[config.mk]
export PLATFORM = sky130hd
export DESIGN_NAME = word_framer
export DESIGN_NICKNAME = d
export VERILOG_FILES = /design/src/rtl/word_framer.sv
export SDC_FILE = /design/constraint.sdc
export NUM_CORES = 1
export LEC_CHECK = 0
export BUFFER_PORTS_ARGS = -buffer_cell sky130_fd_sc_hd__buf_2
export CAP_MARGIN = 20
export CORE_MARGIN = 5
export CORE_UTILIZATION = 43
export DETAILED_ROUTE_END_ITERATION = 10
export PLACE_DENSITY = 0.66
export SYNTH_ARGS = -nofsm -noshare
export SYNTH_HDL_FRONTEND = slang
export SYNTH_SLANG_ARGS = --single-unit
[constraint.sdc]
create_clock -name bitclk_in -period 3.5 [get_ports bitclk_in]
set_clock_uncertainty 0.05 [all_clocks]
set_input_delay 0.175 -clock bitclk_in [delete_from_list [all_inputs] [get_ports bitclk_in]]
set_output_delay 0.175 -clock bitclk_in [all_outputs]
set_load 0.05 [all_outputs]
[src/rtl/word_framer.sv]
// word_framer: bit-to-word framer and divided word-clock generator for the
// serial receive path. Shifts in one bit per bitclk edge and emits a WIDTH-bit
// word with a one-cycle valid strobe. Alignment is either moved by manual
// bitslip pulses or found automatically from 8b10b commas, with lock tracking.
module word_framer #(
    parameter int               WIDTH        = 10,
    parameter bit               AUTO_ALIGN   = 1'b1,
    parameter logic [WIDTH-1:0] COMMA_P      = WIDTH'(10'b0011111010),
    parameter logic [WIDTH-1:0] COMMA_N      = WIDTH'(10'b1100000101),
    parameter int               MISALIGN_MAX = 4
) (
    input  logic             bitclk_in,
    input  logic             rstn_in,
    input  logic             sdata_in,
    input  logic             bitslip_in,
    output logic             bitclk_out,
    output logic             byteclk_out,
    output logic [WIDTH-1:0] word_out,
    output logic             word_valid_out,
    output logic             comma_out,
    output logic             locked_out
);

    localparam int             PH_W      = $clog2(WIDTH);
    localparam logic [PH_W-1:0] PH_LAST  = PH_W'(WIDTH - 1);
    localparam logic [PH_W-1:0] PH_HALF  = PH_W'(WIDTH / 2);
    localparam logic [PH_W-1:0] PH_ONE   = PH_W'(1);
    localparam logic [4:0]      ERR_LIMIT = 5'(MISALIGN_MAX);

    typedef enum logic {
        HUNT   = 1'b0,
        LOCKED = 1'b1
    } state_t;

    state_t           state;
    logic [WIDTH-2:0] shreg;
    logic [PH_W-1:0]  ph;
    logic [3:0]       err;

    logic [WIDTH-1:0] win;
    logic             comma_hit;
    logic             slip;
    logic             emit;
    logic [PH_W-1:0]  ph_next;
    logic [4:0]       err_inc;

    assign bitclk_out = bitclk_in;

    // Decide whether this edge closes a word and where the phase counter goes next.
    always_comb begin
        win       = {shreg, sdata_in};
        comma_hit = (win == COMMA_P) || (win == COMMA_N);
        slip      = (AUTO_ALIGN == 1'b0) && bitslip_in;
        err_inc   = {1'b0, err} + 5'd1;
        emit      = 1'b0;
        if (slip) begin
            emit = 1'b0;
        end else if (ph == PH_LAST) begin
            emit = 1'b1;
        end else if (AUTO_ALIGN && (state == HUNT) && comma_hit) begin
            emit = 1'b1;
        end
        if (emit) begin
            ph_next = '0;
        end else if (slip) begin
            ph_next = ph;
        end else begin
            ph_next = ph + PH_ONE;
        end
    end

    // Shift register, phase counter, registered outputs and the alignment FSM.
    always_ff @(posedge bitclk_in or negedge rstn_in) begin
        if (!rstn_in) begin
            shreg          <= '0;
            ph             <= '0;
            err            <= '0;
            word_out       <= '0;
            word_valid_out <= 1'b0;
            comma_out      <= 1'b0;
            byteclk_out    <= 1'b0;
            locked_out     <= 1'b0;
            state          <= HUNT;
        end else begin
            shreg          <= win[WIDTH-2:0];
            ph             <= ph_next;
            byteclk_out    <= (ph_next < PH_HALF);
            word_valid_out <= emit;
            if (emit) begin
                word_out  <= win;
                comma_out <= comma_hit;
            end
            if (AUTO_ALIGN) begin
                case (state)
                    HUNT: begin
                        if (comma_hit) begin
                            state      <= LOCKED;
                            locked_out <= 1'b1;
                            err        <= '0;
                        end
                    end
                    LOCKED: begin
                        if (comma_hit) begin
                            if (ph == PH_LAST) begin
                                err <= '0;
                            end else if (err_inc == ERR_LIMIT) begin
                                state      <= HUNT;
                                locked_out <= 1'b0;
                                err        <= '0;
                            end else begin
                                err <= err_inc[3:0];
                            end
                        end
                    end
                    default: begin
                        state      <= HUNT;
                        locked_out <= 1'b0;
                        err        <= '0;
                    end
                endcase
            end
        end
    end

endmodule

# Word level (Yosys, flattened, before mapping)

Cells that the tools add are included.

Register bits after elaboration: 32
Input bits: 4

Equality and inequality tests: 8
Bitwise gates (word level): 1
Magnitude comparators: 1
Add/subtract/negate cells: 2
Muxes and demuxes: 18
Reductions and logical operators: 4

Operators by type and width:

| kind                                                                     | number |
|---|---|
| 4-bit 2-to-1 mux                                                         | 5 |
| 10-bit == test (second input constant)                                   | 1 |
| 10-bit by 8-bit == test with 1-bit output (second input constant)        | 1 |
| 1-bit 2-to-1 mux                                                         | 10 |
| 4-bit case mux with 2 select lines                                       | 1 |
| 4-bit by 1-bit adder with 5-bit output (second input constant)           | 1 |
| 5-bit by 3-bit == test with 1-bit output (second input constant)         | 1 |
| 4-bit by 1-bit adder with 4-bit output (second input constant)           | 1 |
| 4-bit == test (second input constant)                                    | 1 |
| 4-bit by 3-bit < comparator with 1-bit output (second input constant)    | 1 |
| 2-bit by 1-bit inequality test with 1-bit output (second input constant) | 2 |
| 2-bit inequality test (second input constant)                            | 2 |
| 1-bit case mux with 2 select lines                                       | 2 |
| 4-bit AND reduction                                                      | 1 |
| 2-bit AND reduction                                                      | 1 |
| 1-bit logical AND                                                        | 1 |
| 1-bit logical OR                                                         | 1 |
| 1-bit inverter                                                           | 1 |

# Depth between registers and ports, before layout

Word-level depth: 7
Gate-level depth with buffers: 7

==> summary.md <==
| Metric | Value |
|---|---|
| DRC viols | `0` |
| Area growth syn-to-layout | `14.4%` |
| Pint | `0.800 mW` |
| Hold-fix buffers at CTS | `2` |
| Syn. warnings | `0` |
| Fin nets | `131` |
| Final Slew Violations | `0` |
| Slew margin rel. | `55.1%` |
| Post-detailed-route wirelength per cell | `15.0 µm` |
| Hold Violations, Final | `0` |
| Worst r2r dst | `word_out[6]` |
| Min-delay worst type | `in2async` |
| Syn Nets | `106` |
| Drt initial violations | `26` |
| Critical path launch point | `bitclk_in` |
| Overflow after GRT | `0` |
| EDFF count, synth | `0` |
| # diodes | `0` |
| Via density | `5.48` |
| Synth cell types | `36` |
| CTS tree | `built` |
| Postcts setup bufs | `0` |
| Final Setup Violations | `0` |
| Total number of vias | `860` |
| Leak | `0.728 nW` |
| Sw frac | `43.9%` |
| Total track usage | `13.1%` |
| Largest net degree at the start of global routing | `33` |
| Worst VDD drop | `716 µV` |
| Initial antenna violation count | `0` |
| Sequential area share after synthesis | `60.9%` |
| Die W | `65.3 µm` |
| Post-synth top flop | `dfrtp_1` |
| Post-cts resize count | `0` |
| DRT antenna net count | `0` |
| Final HPWL DP | `1560 µm` |
| FP Rows | `20` |
| Syn Inst Count | `99` |
| Avg Cell Area, Syn | `13.3 µm²` |
| Worst Tran Pin Value | `674 ps` |
| Outcome | `finished, final reports clean` |
| Pwr/cell area | `949 nW/µm²` |
| Flop2flop setup slack | `1420 ps` |
| CP Capture Type | `output pin` |
| Vias in the first global route | `941` |
| R2R cell count | `4` |
| Power Total | `1.43 mW` |
| Starting density of the core | `43.8%` |
| Req. time, crit path | `3270 ps` |
| Die area | `4260 µm²` |
| DIE HEIGHT | `65.3 µm` |
| Async SR Flop Fraction | `100%` |
| CP Max Fanout | `2` |
| Commonest non-fill, non-tap cell in the layout | `dfrtp_1` |
| Sw Pwr | `0.627 mW` |
| Share of post-route cells with drive strength above 1 | `29.8%` |
| Leading cell types in the layout, fill and taps excluded | `32 x dfrtp_1, 17 x buf_2, 8 x mux2_4, 8 x clkbuf_4, 6 x nand3_1` |
| Clk pin slew, worst setup/hold paths | `90 ps` |
| Combinational share of power | `42.1%` |
| Setup tns final | `0 ps` |
| Clock latency on the worst-skew pair | `430 ps` |
| RSZ-0062 raised after global routing | `no` |
| Startpoint Class | `clock port` |
| Max-cap violations | `0` |
| Synthesized cell area | `1320 µm²` |
| Routability cong. | `0.752` |
| IO Pins | `19` |
| First-pass GRT wire length | `4060 µm` |
| DR pass1 iterations | `4` |
| Crit Path Category | `clk2out` |
| Area of the core | `3000 µm²` |
| PortBufs | `17` |
| #FFs+latches synth | `32` |
| FF-to-FF Start | `shreg[0]` |
| Reg power frac | `37.5%` |
| Crit path arrival time | `2180 ps` |
| Clock share of power | `20.4%` |
| Final wirelength | `2350 µm` |
| Final core area utilization | `50.1%` |
state kept, by name, summed over array words and instances, names as in the netlist:
| name | count |
|---|---|
| word_out | 10 |
| shreg | 9 |
| err | 4 |
| ph | 4 |
| byteclk_out | 1 |
| comma_out | 1 |
| locked_out | 1 |
| state | 1 |
| word_valid_out | 1 |
critical path, stage by stage:
cell and delay [ps]:
clkbuf_4 110, clkbuf_4 120, buf_2 200
how the worst max path moves through the flow:
stage | end | slack (ps)
after floorplan | bitclk_out | 1360
after global placement | bitclk_out | 1340
after detailed placement | bitclk_out | 1340
after CTS | bitclk_out | 1090
after global routing | bitclk_out | 1080
final | bitclk_out | 1100
cell type report:
class                           instances  area [µm²]
Timing Repair Buffer                   18         100
Inverter                                4        15.0
Sequential cell                        32         801
Clock inverter                          1        5.00
Clock buffer                           10        68.8
Multi-Input combinational cell         59         473
Fill cell                             271        1500
Tap cell                               33        41.3
cell usage after synthesis (2+ instances only):
cell type  instances  share of area [%]
nand2_1            5                1.4
clkbuf_1           2               0.57
or3_1              2               0.95
nor2_1             5                1.4
nand3_1            6                2.3
ha_1               3                2.9
mux2_2             2                1.7
o21ai_0            2               0.76
mux2_4             8                9.1
inv_1              4                1.1
a21oi_1            2               0.76
nand4_1            3                1.4
dfrtp_1           32                 61
power by group through the flow:
stage          combinational [mW]  sequential, mW  clock (mW)
6_report                    0.600           0.535       0.291
3_3_place_gp                0.589           0.537      0.0545
5_1_grt                     0.643           0.549       0.320
3_5_place_dp                0.600           0.541      0.0545
4_1_cts                     0.608           0.535       0.302
2_1_floorplan               0.253           0.769      0.0616
cells by family after synthesis:
| family | after synthesis | synth area share [%] |
|---|---|---|
| AO/OA/AOI/OAI | 14 | 7.90 |
| AND/OR/NAND/NOR | 29 | 12.3 |
| flip-flops | 32 | 60.9 |
| multiplexers | 11 | 11.6 |
| adder cells (fa/ha/maj) | 3 | 2.85 |
| buffers and inverters | 8 | 3.14 |
| XOR/XNOR | 2 | 1.33 |
per-layer routing:
metal | up-vias | routed length (µm) | GRT usage [%]
met5 | - | 0 | 0
met4 | 0 | 68 | 9.59
met3 | 6 | 151 | 7.01
met2 | 20 | 1150 | 19.7
met1 | 427 | 983 | 13.8
li1 | 407 | - | -
stage by stage:
step	setup WS [ps]	cell area (µm²)	std cells	hold slack, ps
floorplan	1360	1320	99	-171
global placement	1340	1420	145	198
detailed placement	1340	1420	145	205
CTS	1090	1500	157	268
global route	1080	1500	157	316
finish	1100	1500	157	256
No activity file was read; power rests on OpenSTA's default activity.
